**src/rtl/serial_to_parallel_deser.sv**
```systemverilog
// Double-buffered word-to-frame deserialiser with valid/ready on both sides and partial-frame flush.
// Optional STP_FRAME_CNT_EN adds a 16-bit count of frames loaded into the output register.
module serial_to_parallel_deser #(
   parameter int WIDTH = 8,
   parameter int DEPTH = 8,
   localparam int CW = $clog2(DEPTH + 1)
) (
   input  logic                   clk,
   input  logic                   reset,
   input  logic                   in_valid,
   input  logic [WIDTH-1:0]       in_data,
   output logic                   in_ready,
   input  logic                   flush,
   output logic                   out_valid,
   input  logic                   out_ready,
   output logic [WIDTH*DEPTH-1:0] out_data,
   output logic [CW-1:0]          out_count
`ifdef STP_FRAME_CNT_EN
   ,
   output logic [15:0]            frame_cnt
`endif
);

   localparam int IW = $clog2(DEPTH);
   localparam int FW = WIDTH * DEPTH;

   logic [IW-1:0] cnt_q, cnt_d;
   logic [FW-1:0] asm_q, asm_d;
   logic [FW-1:0] out_data_q, out_data_d;
   logic [CW-1:0] out_count_q, out_count_d;
   logic          out_valid_q, out_valid_d;
   logic          flush_pend_q, flush_pend_d;

   logic          out_free;
   logic          last_lane;
   logic          accept;
   logic          full;
   logic          do_flush;
   logic          load;
   logic [CW-1:0] partial;
   logic [FW-1:0] asm_with;

   always_comb begin
      out_free  = !out_valid_q || out_ready;
      last_lane = (cnt_q == IW'(DEPTH - 1));
      in_ready  = !reset && (!last_lane || out_free);
      accept    = in_valid && in_ready;

      // Assembled lanes including the word accepted this cycle, so a load captures it.
      asm_with = asm_q;
      for (int unsigned k = 0; k < DEPTH; k++) begin
         if (accept && (cnt_q == IW'(k))) begin
            asm_with[k*WIDTH +: WIDTH] = in_data;
         end
      end

      partial  = CW'(cnt_q) + CW'(accept);
      full     = accept && last_lane;
      do_flush = (flush || flush_pend_q) && (partial != '0) && out_free && !full;
      load     = full || do_flush;

      asm_d        = load ? '0 : asm_with;
      cnt_d        = load ? '0 : (accept ? cnt_q + IW'(1) : cnt_q);
      flush_pend_d = !load && (flush_pend_q || (flush && (partial != '0)));

      out_data_d  = out_data_q;
      out_count_d = out_count_q;
      out_valid_d = out_valid_q;
      if (load) begin
         out_data_d  = asm_with;
         out_count_d = full ? CW'(DEPTH) : partial;
         out_valid_d = 1'b1;
      end else if (out_ready) begin
         out_valid_d = 1'b0;
      end
   end

   always_ff @(posedge clk) begin
      if (reset) begin
         cnt_q        <= '0;
         asm_q        <= '0;
         out_data_q   <= '0;
         out_count_q  <= '0;
         out_valid_q  <= 1'b0;
         flush_pend_q <= 1'b0;
      end else begin
         cnt_q        <= cnt_d;
         asm_q        <= asm_d;
         out_data_q   <= out_data_d;
         out_count_q  <= out_count_d;
         out_valid_q  <= out_valid_d;
         flush_pend_q <= flush_pend_d;
      end
   end

   assign out_valid = out_valid_q;
   assign out_data  = out_data_q;
   assign out_count = out_count_q;

`ifdef STP_FRAME_CNT_EN
   logic [15:0] frame_cnt_q, frame_cnt_d;

   always_comb begin
      frame_cnt_d = load ? frame_cnt_q + 16'd1 : frame_cnt_q;
   end

   always_ff @(posedge clk) begin
      if (reset) begin
         frame_cnt_q <= '0;
      end else begin
         frame_cnt_q <= frame_cnt_d;
      end
   end

   assign frame_cnt = frame_cnt_q;
`endif

endmodule

```
**config.mk**
```make
export PLATFORM = sky130hd
export DESIGN_NAME = serial_to_parallel_deser
export DESIGN_NICKNAME = d
export VERILOG_FILES = /design/src/rtl/serial_to_parallel_deser.sv
export SDC_FILE = /design/constraint.sdc
export NUM_CORES = 1
export LEC_CHECK = 0
export ABC_CLOCK_PERIOD_IN_PS = 4500
export CAP_MARGIN = 40
export CORE_MARGIN = 5
export CORE_UTILIZATION = 40
export CTS_CLUSTER_DIAMETER = 40
export DETAILED_ROUTE_END_ITERATION = 10
export GPL_ROUTABILITY_DRIVEN = 0
export HOLD_SLACK_MARGIN = 0.03
export PLACE_DENSITY = 0.6
export SETUP_SLACK_MARGIN = 0.3
export SKIP_CTS_REPAIR_TIMING = 1
export SLEW_MARGIN = 15
export SYNTH_ARGS = -nofsm -noshare
export SYNTH_HDL_FRONTEND = slang
export SYNTH_SLANG_ARGS = --single-unit
```
**constraint.sdc**
```tcl
create_clock -name clk -period 4.5 [get_ports clk]
set_clock_uncertainty 0.2 [all_clocks]
set_input_delay 1.125 -clock clk [delete_from_list [all_inputs] [get_ports clk]]
set_output_delay 1.125 -clock clk [all_outputs]
set_load 0.01 [all_outputs]
```
==> flow_summary.json, run 1 <==
{
  "chipHeight_um": 123,
  "critPathTopFamily": "buffers and inverters",
  "layout-area-overhead-vs-synth_pct": 27.9,
  "worstSetupPathType": "in2out",
  "timing.critical_path.slowest_cell_delay_ns": 0.56,
  "synth.distinct_cells": 32,
  "cts-buffers-inserted": 17,
  "max-cap-violations": 0,
  "antenna_found_initial": 0,
  "clkSlewWorstSetupHoldPaths_ns": 0.05,
  "yosysTopAreaCellShare": 0.537,
  "h-tree-depth": 4,
  "path_buf_inv": 3,
  "unrepaired_setup_endpoints_after_global_routing": "false",
  "postRouteWirelength_um": 12000,
  "synthMostInstantiatedCell": "sky130_fd_sc_hd__dfxtp_1",
  "p_leak_nw": 2.30,
  "cts_tree": "built",
  "synth_seq_area_share": 0.537,
  "critPathMostFrequentCell": "sky130_fd_sc_hd__clkdlybuf4s50_1",
  "synthesized_area_um2": 5110,
  "drt-initial-drc-count": 192,
  "syn-instance-count": 501,
  "max-clock-path-buffers": 2,
  "finish.net_count": 587,
  "antennaDiodeCount": 0,
  "min-delay-path-class": "reg2reg",
  "timing.critical_path.to_type": "output port",
  "crit_path_cell_trace": "clkdlybuf4s50_1 > nand3b_1 > buf_4 > nor2b_1 > clkdlybuf4s50_1",
  "worst_skew_pair.late_latency_ns": 0.40,
  "slew_headroom": 0.493,
  "worst_slew_pin_slew_ns": 0.761,
  "route.antenna.remaining_nets": 0,
  "floorplan.die_area_um2": 15100,
  "route.detailed.wl_per_inst_um": 16.0,
  "synth_area_leader_cell": "sky130_fd_sc_hd__dfxtp_1",
  "synth-edff-count": 0,
  "async_reset_ff_frac": 0,
  "yosys_register_bits": 137,
  "ff_latch_area_um2": 2740,
  "ir_drop_mv": 0.223,
  "worst-r2r-cell-count": 11,
  "layout_min_cycle_time_ns": 3.90,
  "cp.arrival_ns": 2.58,
  "io_pins": 83,
  "nature_of_the_critical_path_startpoint": "primary input",
  "clock-sinks": 137,
  "synth_ff_type": "sky130_fd_sc_hd__dfxtp_1",
  "dp.final_hpwl_um": 7680,
  "initial_core_util": 0.406,
  "final_area_um2": 6530,
  "final_layout_size_suffix_gt1_frac": 0.0642,
  "grt_pass1_wl_um": 19300,
  "floorplan.die.width_um": 123,
  "finalHoldViolations": 0,
  "final.period_utilization": 0.867,
  "yosysWarnings": 0,
  "setup_viol": 0,
  "data_required_time_at_the_worst_endpoint_ns": 3.17,
  "vias": 3729,
  "max_clock_freq_ghz": 0.256,
  "multiInputGateArea_um2": 1890,
  "total_stage_count_of_the_critical_path": 5,
  "placed_instance_area_um2": 5990,
  "status": "finished clean",
  "gr-usage-all-layers": 0.168,
  "drv_slew": 0,
  "crit_path_top_delay_cell": "sky130_fd_sc_hd__clkdlybuf4s50_1",
  "critPathMaxFanout": 8,
  "drt_pass1_iterations": 4,
  "maximum_number_of_pins_on_one_net_before_global_route_repair": 69,
  "rows": 41,
  "detail_route.drc_violations": 0,
  "filler_instances": 1163,
  "drt-vias-per-instance": 4.99,
  "port_buffers": 82,
  "via_count_of_the_first_global_routing_pass": 3703,
  "globalRouteOverflowTotal": 0,
  "cts_root_buffer": "sky130_fd_sc_hd__clkbuf_16",
  "synth_commonest_cells": "sky130_fd_sc_hd__dfxtp_1, sky130_fd_sc_hd__nor2_1, sky130_fd_sc_hd__inv_1",
  "setup_total_negative_slack_ns": 0,
  "synth_area_per_cell_um2": 10.2,
  "synth.area.top_cells": "sky130_fd_sc_hd__dfxtp_1, sky130_fd_sc_hd__mux2i_1, sky130_fd_sc_hd__o32ai_1",
  "p_per_area_nw_per_um2": 418,
  "core-area_um2": 12600,
  "whs_path_depth": 2,
  "synthesis.nets": 522
}
## stage by stage
step	util	power, mW	setup slack, ns	hold WS [ns]	instances
4_1_cts	0.520	2.77	0.601	0.244	748
3_5_place_dp	0.477	1.49	0.329	0.235	719
3_3_place_gp	0.477	1.49	0.389	0.235	719
6_report	0.520	2.73	0.600	0.241	748
2_1_floorplan	-	1.42	0.563	0.221	501
5_1_grt	0.520	2.84	0.521	0.266	748
## final timing paths
check	from	endpoint	slack, ns
min	flush_pend_q	flush_pend_q	0.24
max	out_ready	in_ready	0.60
min reg2reg	flush_pend_q	flush_pend_q	0.24
max reg2reg	cnt_q[1]	out_data[49]	0.93
## state kept, by name, summed over array words and instances, names as in the netlist
name / count
cnt_q: 3
out_data: 64
flush_pend_q: 1
out_count: 4
asm_q: 64
out_valid: 1
## logic make-up (layout without fill, tap and decap cells)
| family | count (synthesis) | count (layout) | share of synthesized area |
|---|---|---|---|
| flip-flops | 137 | 137 | 0.537 |
| buffers and inverters | 111 | 186 | 0.0948 |
| AND/OR/NAND/NOR | 93 | 93 | 0.0806 |
| AO/OA/AOI/OAI | 85 | 85 | 0.137 |
| multiplexers | 65 | 65 | 0.127 |
| adder cells (fa/ha/maj) | 8 | 8 | 0.0196 |
| XOR/XNOR | 2 | 2 | 0.00343 |
## where the power goes
part,total (mW),switching (mW),internal (mW)
Sequential,1.24,0.0117,1.23
Clock,1.27,0.459,0.807
Combinational,0.220,0.145,0.0749
## area by class of cell
| type | instances | area share |
|---|---|---|
| multi-input combinational | 253 | 0.289 |
| sequential | 137 | 0.420 |
| clock inverter | 3 | 0.00613 |
| clock buffer | 26 | 0.0764 |
| inverter | 66 | 0.0379 |
| tap | 172 | 0.0330 |
| timing repair buffer | 91 | 0.137 |
## routing by layer
metal  track usage  wire (um)
met1         0.223       5690
met2         0.260       5800
met3        0.0453        420
met4        0.0678        100
met5             0          0
## placed cells by master (no fill, tap or decap), types with 5 or more instances in the layout
master / count
sky130_fd_sc_hd__a211oi_1: 5
sky130_fd_sc_hd__and4_1: 5
sky130_fd_sc_hd__buf_4: 8
sky130_fd_sc_hd__clkbuf_1: 5
sky130_fd_sc_hd__clkbuf_16: 17
sky130_fd_sc_hd__clkdlybuf4s50_1: 81
sky130_fd_sc_hd__dfxtp_1: 137
sky130_fd_sc_hd__ha_1: 8
sky130_fd_sc_hd__inv_1: 66
sky130_fd_sc_hd__mux2i_1: 65
sky130_fd_sc_hd__nor2_1: 69
sky130_fd_sc_hd__o21ai_0: 5
sky130_fd_sc_hd__o32ai_1: 62
## worst register-to-register path: stages, from the launching register on
cell	delay [ns]
sky130_fd_sc_hd__dfxtp_1	0.46
sky130_fd_sc_hd__ha_1	0.23
sky130_fd_sc_hd__ha_1	0.25
sky130_fd_sc_hd__nand3b_1	0.13
sky130_fd_sc_hd__and2_1	0.17
sky130_fd_sc_hd__ha_1	0.21
sky130_fd_sc_hd__ha_1	0.33
sky130_fd_sc_hd__or4_1	0.54
sky130_fd_sc_hd__and3_1	0.28
sky130_fd_sc_hd__a21oi_4	0.18
sky130_fd_sc_hd__buf_12	0.27
sky130_fd_sc_hd__o32ai_1	0.17
No activity file was read; power rests on OpenSTA's default activity.
==> inputs of run 2 (changes only) <==
--- a/config.mk
+++ b/config.mk
@@ -11,9 +11,10 @@
 export CORE_UTILIZATION = 40
 export CTS_CLUSTER_DIAMETER = 40
 export DETAILED_ROUTE_END_ITERATION = 10
+export DONT_BUFFER_PORTS = 1
 export GPL_ROUTABILITY_DRIVEN = 0
 export HOLD_SLACK_MARGIN = 0.03
-export PLACE_DENSITY = 0.6
+export PLACE_DENSITY = 0.51
 export SETUP_SLACK_MARGIN = 0.3
 export SKIP_CTS_REPAIR_TIMING = 1
 export SLEW_MARGIN = 15
==> run 2 against run 1 <==
Effect of this change:
- global-route usage fell by 0.55 points
- routed wire length fell by 1.4%
- first-iteration DRC count rose by 13%
- non-clock buffer count fell by 86
- largest cell class unchanged
- final area fell by 12%
- register-to-register slack got worse by 0.29 ns
==> flow_summary.json, run 2 (synthesis results as in run 1) <==
{
  "status": "finished clean",
  "timing.critical_path.to_type": "flip-flop",
  "dp.final_hpwl_um": 7440,
  "finish.net_count": 501,
  "globalRouteOverflowTotal": 0,
  "clock-sinks": 137,
  "drt-initial-drc-count": 216,
  "crit_path_cell_trace": "ha_1 > ha_1 > nand3b_1 > and2_1 > ha_1 > ha_1 > or4_1 > and3_1 > a21oi_4 > buf_4 > o32ai_1",
  "setup_total_negative_slack_ns": 0,
  "layout_min_cycle_time_ns": 3.86,
  "via_count_of_the_first_global_routing_pass": 3358,
  "layout-area-overhead-vs-synth_pct": 12.1,
  "maximum_number_of_pins_on_one_net_before_global_route_repair": 70,
  "timing.critical_path.slowest_cell_delay_ns": 0.54,
  "io_pins": 83,
  "vias": 3431,
  "cts_root_buffer": "sky130_fd_sc_hd__clkbuf_16",
  "slew_headroom": 0.596,
  "final_layout_size_suffix_gt1_frac": 0.0772,
  "postRouteWirelength_um": 11800,
  "floorplan.die_area_um2": 15100,
  "final_area_um2": 5720,
  "ir_drop_mv": 0.234,
  "unrepaired_setup_endpoints_after_global_routing": "false",
  "grt_pass1_wl_um": 18500,
  "worst_skew_pair.late_latency_ns": 0.41,
  "p_leak_nw": 2.01,
  "floorplan.die.width_um": 123,
  "placed_instance_area_um2": 5160,
  "cp.arrival_ns": 3.94,
  "max-cap-violations": 0,
  "antenna_found_initial": 0,
  "setup_viol": 0,
  "detail_route.drc_violations": 0,
  "chipHeight_um": 123,
  "filler_instances": 1231,
  "finalHoldViolations": 0,
  "clkSlewWorstSetupHoldPaths_ns": 0.06,
  "drv_slew": 0,
  "min-delay-path-class": "reg2reg",
  "nature_of_the_critical_path_startpoint": "flip-flop",
  "drt-vias-per-instance": 5.17,
  "h-tree-depth": 4,
  "cts_tree": "built",
  "mostFrequentLayoutCell": "sky130_fd_sc_hd__dfxtp_1",
  "route.antenna.remaining_nets": 0,
  "core-area_um2": 12600,
  "crit_path_top_delay_cell": "sky130_fd_sc_hd__or4_1",
  "p_per_area_nw_per_um2": 472,
  "data_required_time_at_the_worst_endpoint_ns": 4.58,
  "layout.cells.most_common_list": "sky130_fd_sc_hd__dfxtp_1, sky130_fd_sc_hd__nor2_1, sky130_fd_sc_hd__inv_1",
  "drt_pass1_iterations": 4,
  "gr-usage-all-layers": 0.162,
  "cts-buffers-inserted": 17,
  "worst_slew_pin_slew_ns": 0.605,
  "worstSetupPathType": "reg2reg",
  "max-clock-path-buffers": 2,
  "antennaDiodeCount": 0,
  "max_clock_freq_ghz": 0.259,
  "port_buffers": 0,
  "final.period_utilization": 0.857,
  "route.detailed.wl_per_inst_um": 17.8,
  "rows": 41,
  "critPathMaxFanout": 32,
  "critPathMostFrequentCell": "sky130_fd_sc_hd__ha_1",
  "initial_core_util": 0.406
}
## run 2: cell count changes in the layout (fill, tap and decap cells not counted), sizes merged
cell           previous run  this run
clkbuf                   26        25
bufinv                    1         0
buf                      10         5
clkinv                    2         3
clkdlybuf4s50            81         0
clkinvlp                  0         3
## run 2: through the flow
stage / cells / worst slack (ns) / util / hold WS (ns) / total power [mW]
after floorplan: 501 / 0.563 / - / 0.221 / 1.42
after global placement: 633 / 0.496 / 0.410 / 0.231 / 1.44
after detailed placement: 633 / 0.409 / 0.410 / 0.243 / 1.44
after CTS: 664 / 0.632 / 0.455 / 0.252 / 2.74
after global routing: 664 / 0.377 / 0.455 / 0.270 / 2.81
final: 664 / 0.642 / 0.455 / 0.248 / 2.70
## run 2: cell type report
type	count	area (um^2)	area share
Clock inverter	6	37.5	0.00656
Multi-Input combinational cell	253	1890	0.330
Sequential cell	137	2740	0.479
Timing Repair Buffer	5	62.6	0.0109
Inverter	66	248	0.0433
Clock buffer	25	526	0.0918
Tap cell	172	215	0.0376
## run 2: critical path, delay by kind of cell (launching register included)
family                     cells  cell delay [ns]
AOI/OAI and AO/OA              2             0.28
adders and majority gates      4             1.02
buffers and inverters          1             0.37
DFF                            1             0.47
and+or+nand+nor                4             1.35
## run 2: final timing paths
kind	to	startpoint	slack (ns)	depth (start not counted)
max	out_data[39]	cnt_q[1]	0.64	11
min	flush_pend_q	flush_pend_q	0.25	2
max reg2reg	out_data[39]	cnt_q[1]	0.64	11
min reg2reg	flush_pend_q	flush_pend_q	0.25	2
## run 2: where the power goes
group          switching [mW]  leakage [nW]  internal (mW)
Clock                   0.487         0.273          0.800
Sequential             0.0174          1.11           1.23
Combinational           0.112         0.631         0.0506
## run 2: metal layers
| metal | track usage | up-vias | part of all wire |
|---|---|---|---|
| met4 | 0.0602 | 0 | 0.011 |
| met5 | 0 | - | 0 |
| met3 | 0.0608 | 11 | 0.068 |
| met2 | 0.249 | 78 | 0.46 |
| li1 | - | 1688 | - |
| met1 | 0.209 | 1654 | 0.46 |
==> inputs of run 3 (changes only) <==
--- a/config.mk
+++ b/config.mk
@@ -14,6 +14,7 @@
 export DONT_BUFFER_PORTS = 1
 export GPL_ROUTABILITY_DRIVEN = 0
 export HOLD_SLACK_MARGIN = 0.03
+export MAX_ROUTING_LAYER = met4
 export PLACE_DENSITY = 0.51
 export SETUP_SLACK_MARGIN = 0.3
 export SKIP_CTS_REPAIR_TIMING = 1
==> run 3 against run 2 <==
Effect of this change:
- first-iteration DRC count rose by 4.2%
- power barely moved
- routed wire length rose by 0.26%
- global-route usage rose by 0.46 points
- hold slack barely moved
- sequential share of layout area did not move
- flip-flop and latch count did not move
- non-clock buffer count did not move
- setup slack got worse by 0.021 ns
- largest power group unchanged
- die area did not move
==> flow_summary.json, run 3 (synthesis results as in run 1) <==
{
  "status": "finished clean",
  "drv_slew": 0,
  "worstSetupPathType": "reg2reg",
  "reg2reg_setup_slack_ns": 0.62,
  "final_layout_size_suffix_gt1_frac": 0.0772,
  "dp.final_hpwl_um": 7440,
  "ir_drop_mv": 0.230,
  "rows": 41,
  "max_clock_freq_ghz": 0.258,
  "slew_headroom": 0.594,
  "final.period_utilization": 0.862,
  "hp-start": "flush_pend_q",
  "crit_path_cell_trace": "ha_1 > ha_1 > nand3b_1 > and2_1 > ha_1 > ha_1 > or4_1 > and3_1 > a21oi_4 > buf_4 > o32ai_1",
  "timing.rr.start": "cnt_q[1]",
  "setup_slack_ns": 0.621,
  "path_buf_inv": 1,
  "worst_skew_pair.late_latency_ns": 0.41,
  "worst_slew_pin_slew_ns": 0.607,
  "worst-r2r-cell-count": 11,
  "cts_root_buffer": "sky130_fd_sc_hd__clkbuf_16",
  "place.detailed.instances": 633,
  "drt-vias-per-instance": 5.16,
  "layout.cells.most_common_list": "sky130_fd_sc_hd__dfxtp_1, sky130_fd_sc_hd__nor2_1, sky130_fd_sc_hd__inv_1",
  "floorplan.die_area_um2": 15100,
  "whs_path_depth": 2,
  "floorplan.die.width_um": 123,
  "clkSlewWorstSetupHoldPaths_ns": 0.06,
  "clock-sinks": 137,
  "port_buffers": 0,
  "globalRouteOverflowTotal": 0,
  "layout_min_cycle_time_ns": 3.88,
  "place_worst_setup_slack_ns": 0.409,
  "route.detailed.wl_per_inst_um": 17.9,
  "worst_r2r_endpoint": "out_data[34]",
  "io_pins": 83,
  "gr-usage-all-layers": 0.167,
  "finish.net_count": 501,
  "critPathMostFrequentCell": "sky130_fd_sc_hd__ha_1",
  "setup_total_negative_slack_ns": 0,
  "via_count_of_the_first_global_routing_pass": 3353,
  "postRouteWirelength_um": 11900,
  "max-cap-violations": 0,
  "vias": 3423,
  "instances_no_fill": 664,
  "unrepaired_setup_endpoints_after_global_routing": "false",
  "timing.critical_path.to_type": "flip-flop",
  "grt_pass1_wl_um": 18500,
  "max-clock-path-buffers": 2,
  "finalHoldViolations": 0,
  "drt_pass1_iterations": 4,
  "cp.arrival_ns": 3.96,
  "route.antenna.remaining_nets": 0,
  "timing.critical_path.slowest_cell_delay_ns": 0.54,
  "cts-buffers-inserted": 17,
  "mostFrequentLayoutCell": "sky130_fd_sc_hd__dfxtp_1",
  "detail_route.drc_violations": 0,
  "crit_path_top_delay_cell": "sky130_fd_sc_hd__or4_1",
  "core-area_um2": 12600,
  "h-tree-depth": 4,
  "final_area_um2": 5720,
  "initial_core_util": 0.406,
  "cts_tree": "built",
  "data_required_time_at_the_worst_endpoint_ns": 4.58,
  "chipHeight_um": 123,
  "placed_instance_area_um2": 5160,
  "setup_viol": 0,
  "min_delay_worst_endpoint": "flush_pend_q",
  "layout-area-overhead-vs-synth_pct": 12.1,
  "antenna_found_initial": 0,
  "p_per_area_nw_per_um2": 472,
  "drt-initial-drc-count": 225,
  "maximum_number_of_pins_on_one_net_before_global_route_repair": 70,
  "hold_slack_ns": 0.248,
  "p_leak_nw": 2.01,
  "min-delay-path-class": "reg2reg",
  "nature_of_the_critical_path_startpoint": "flip-flop",
  "critPathMaxFanout": 32,
  "critPathTopFamily": "simple AND/OR/NAND/NOR gates",
  "antennaDiodeCount": 0
}
==> run 3: cell type report <==
type	count	area, um^2
clock buffer	25	526
clock inverter	6	37.5
fill	1231	6850
inverter	66	248
multi-input combinational	253	1890
sequential	137	2740
tap	172	215
timing repair buffer	5	62.6
==> run 3: routing by layer <==
layer  GRT usage  wire length, um
met4      0.0644               76
met5           -                0
met3      0.0576              756
met1       0.209             5430
met2       0.249             5610
==> run 3: metrics by stage <==
step	utilization	total power, mW
finish	0.455	2.70
global placement	0.410	1.44
floorplan	-	1.42
CTS	0.455	2.74
global route	0.455	2.81
detailed placement	0.410	1.44
==> run 3: worst max-delay path by stage <==
stage          startpoint            to  cells after the start
2_1_floorplan       reset   out_data[8]                     12
3_3_place_gp    out_ready  out_data[28]                      9
3_5_place_dp    out_ready  out_data[34]                      9
4_1_cts          cnt_q[1]  out_data[16]                     11
5_1_grt          cnt_q[1]  out_data[45]                     11
6_report         cnt_q[1]  out_data[34]                     11
==> run 3: worst min-delay path, stage by stage (launching register included) <==
cell and delay, ns:
sky130_fd_sc_hd__dfxtp_1 0.31, sky130_fd_sc_hd__inv_1 0.05, sky130_fd_sc_hd__a21oi_1 0.05
==> run 3: power by group <==
group | internal [mW] | total (mW) | switching, mW
Combinational | 0.0506 | 0.163 | 0.113
Clock | 0.801 | 1.29 | 0.484
Sequential | 1.23 | 1.25 | 0.0175
Total | 2.08 | 2.70 | 0.615
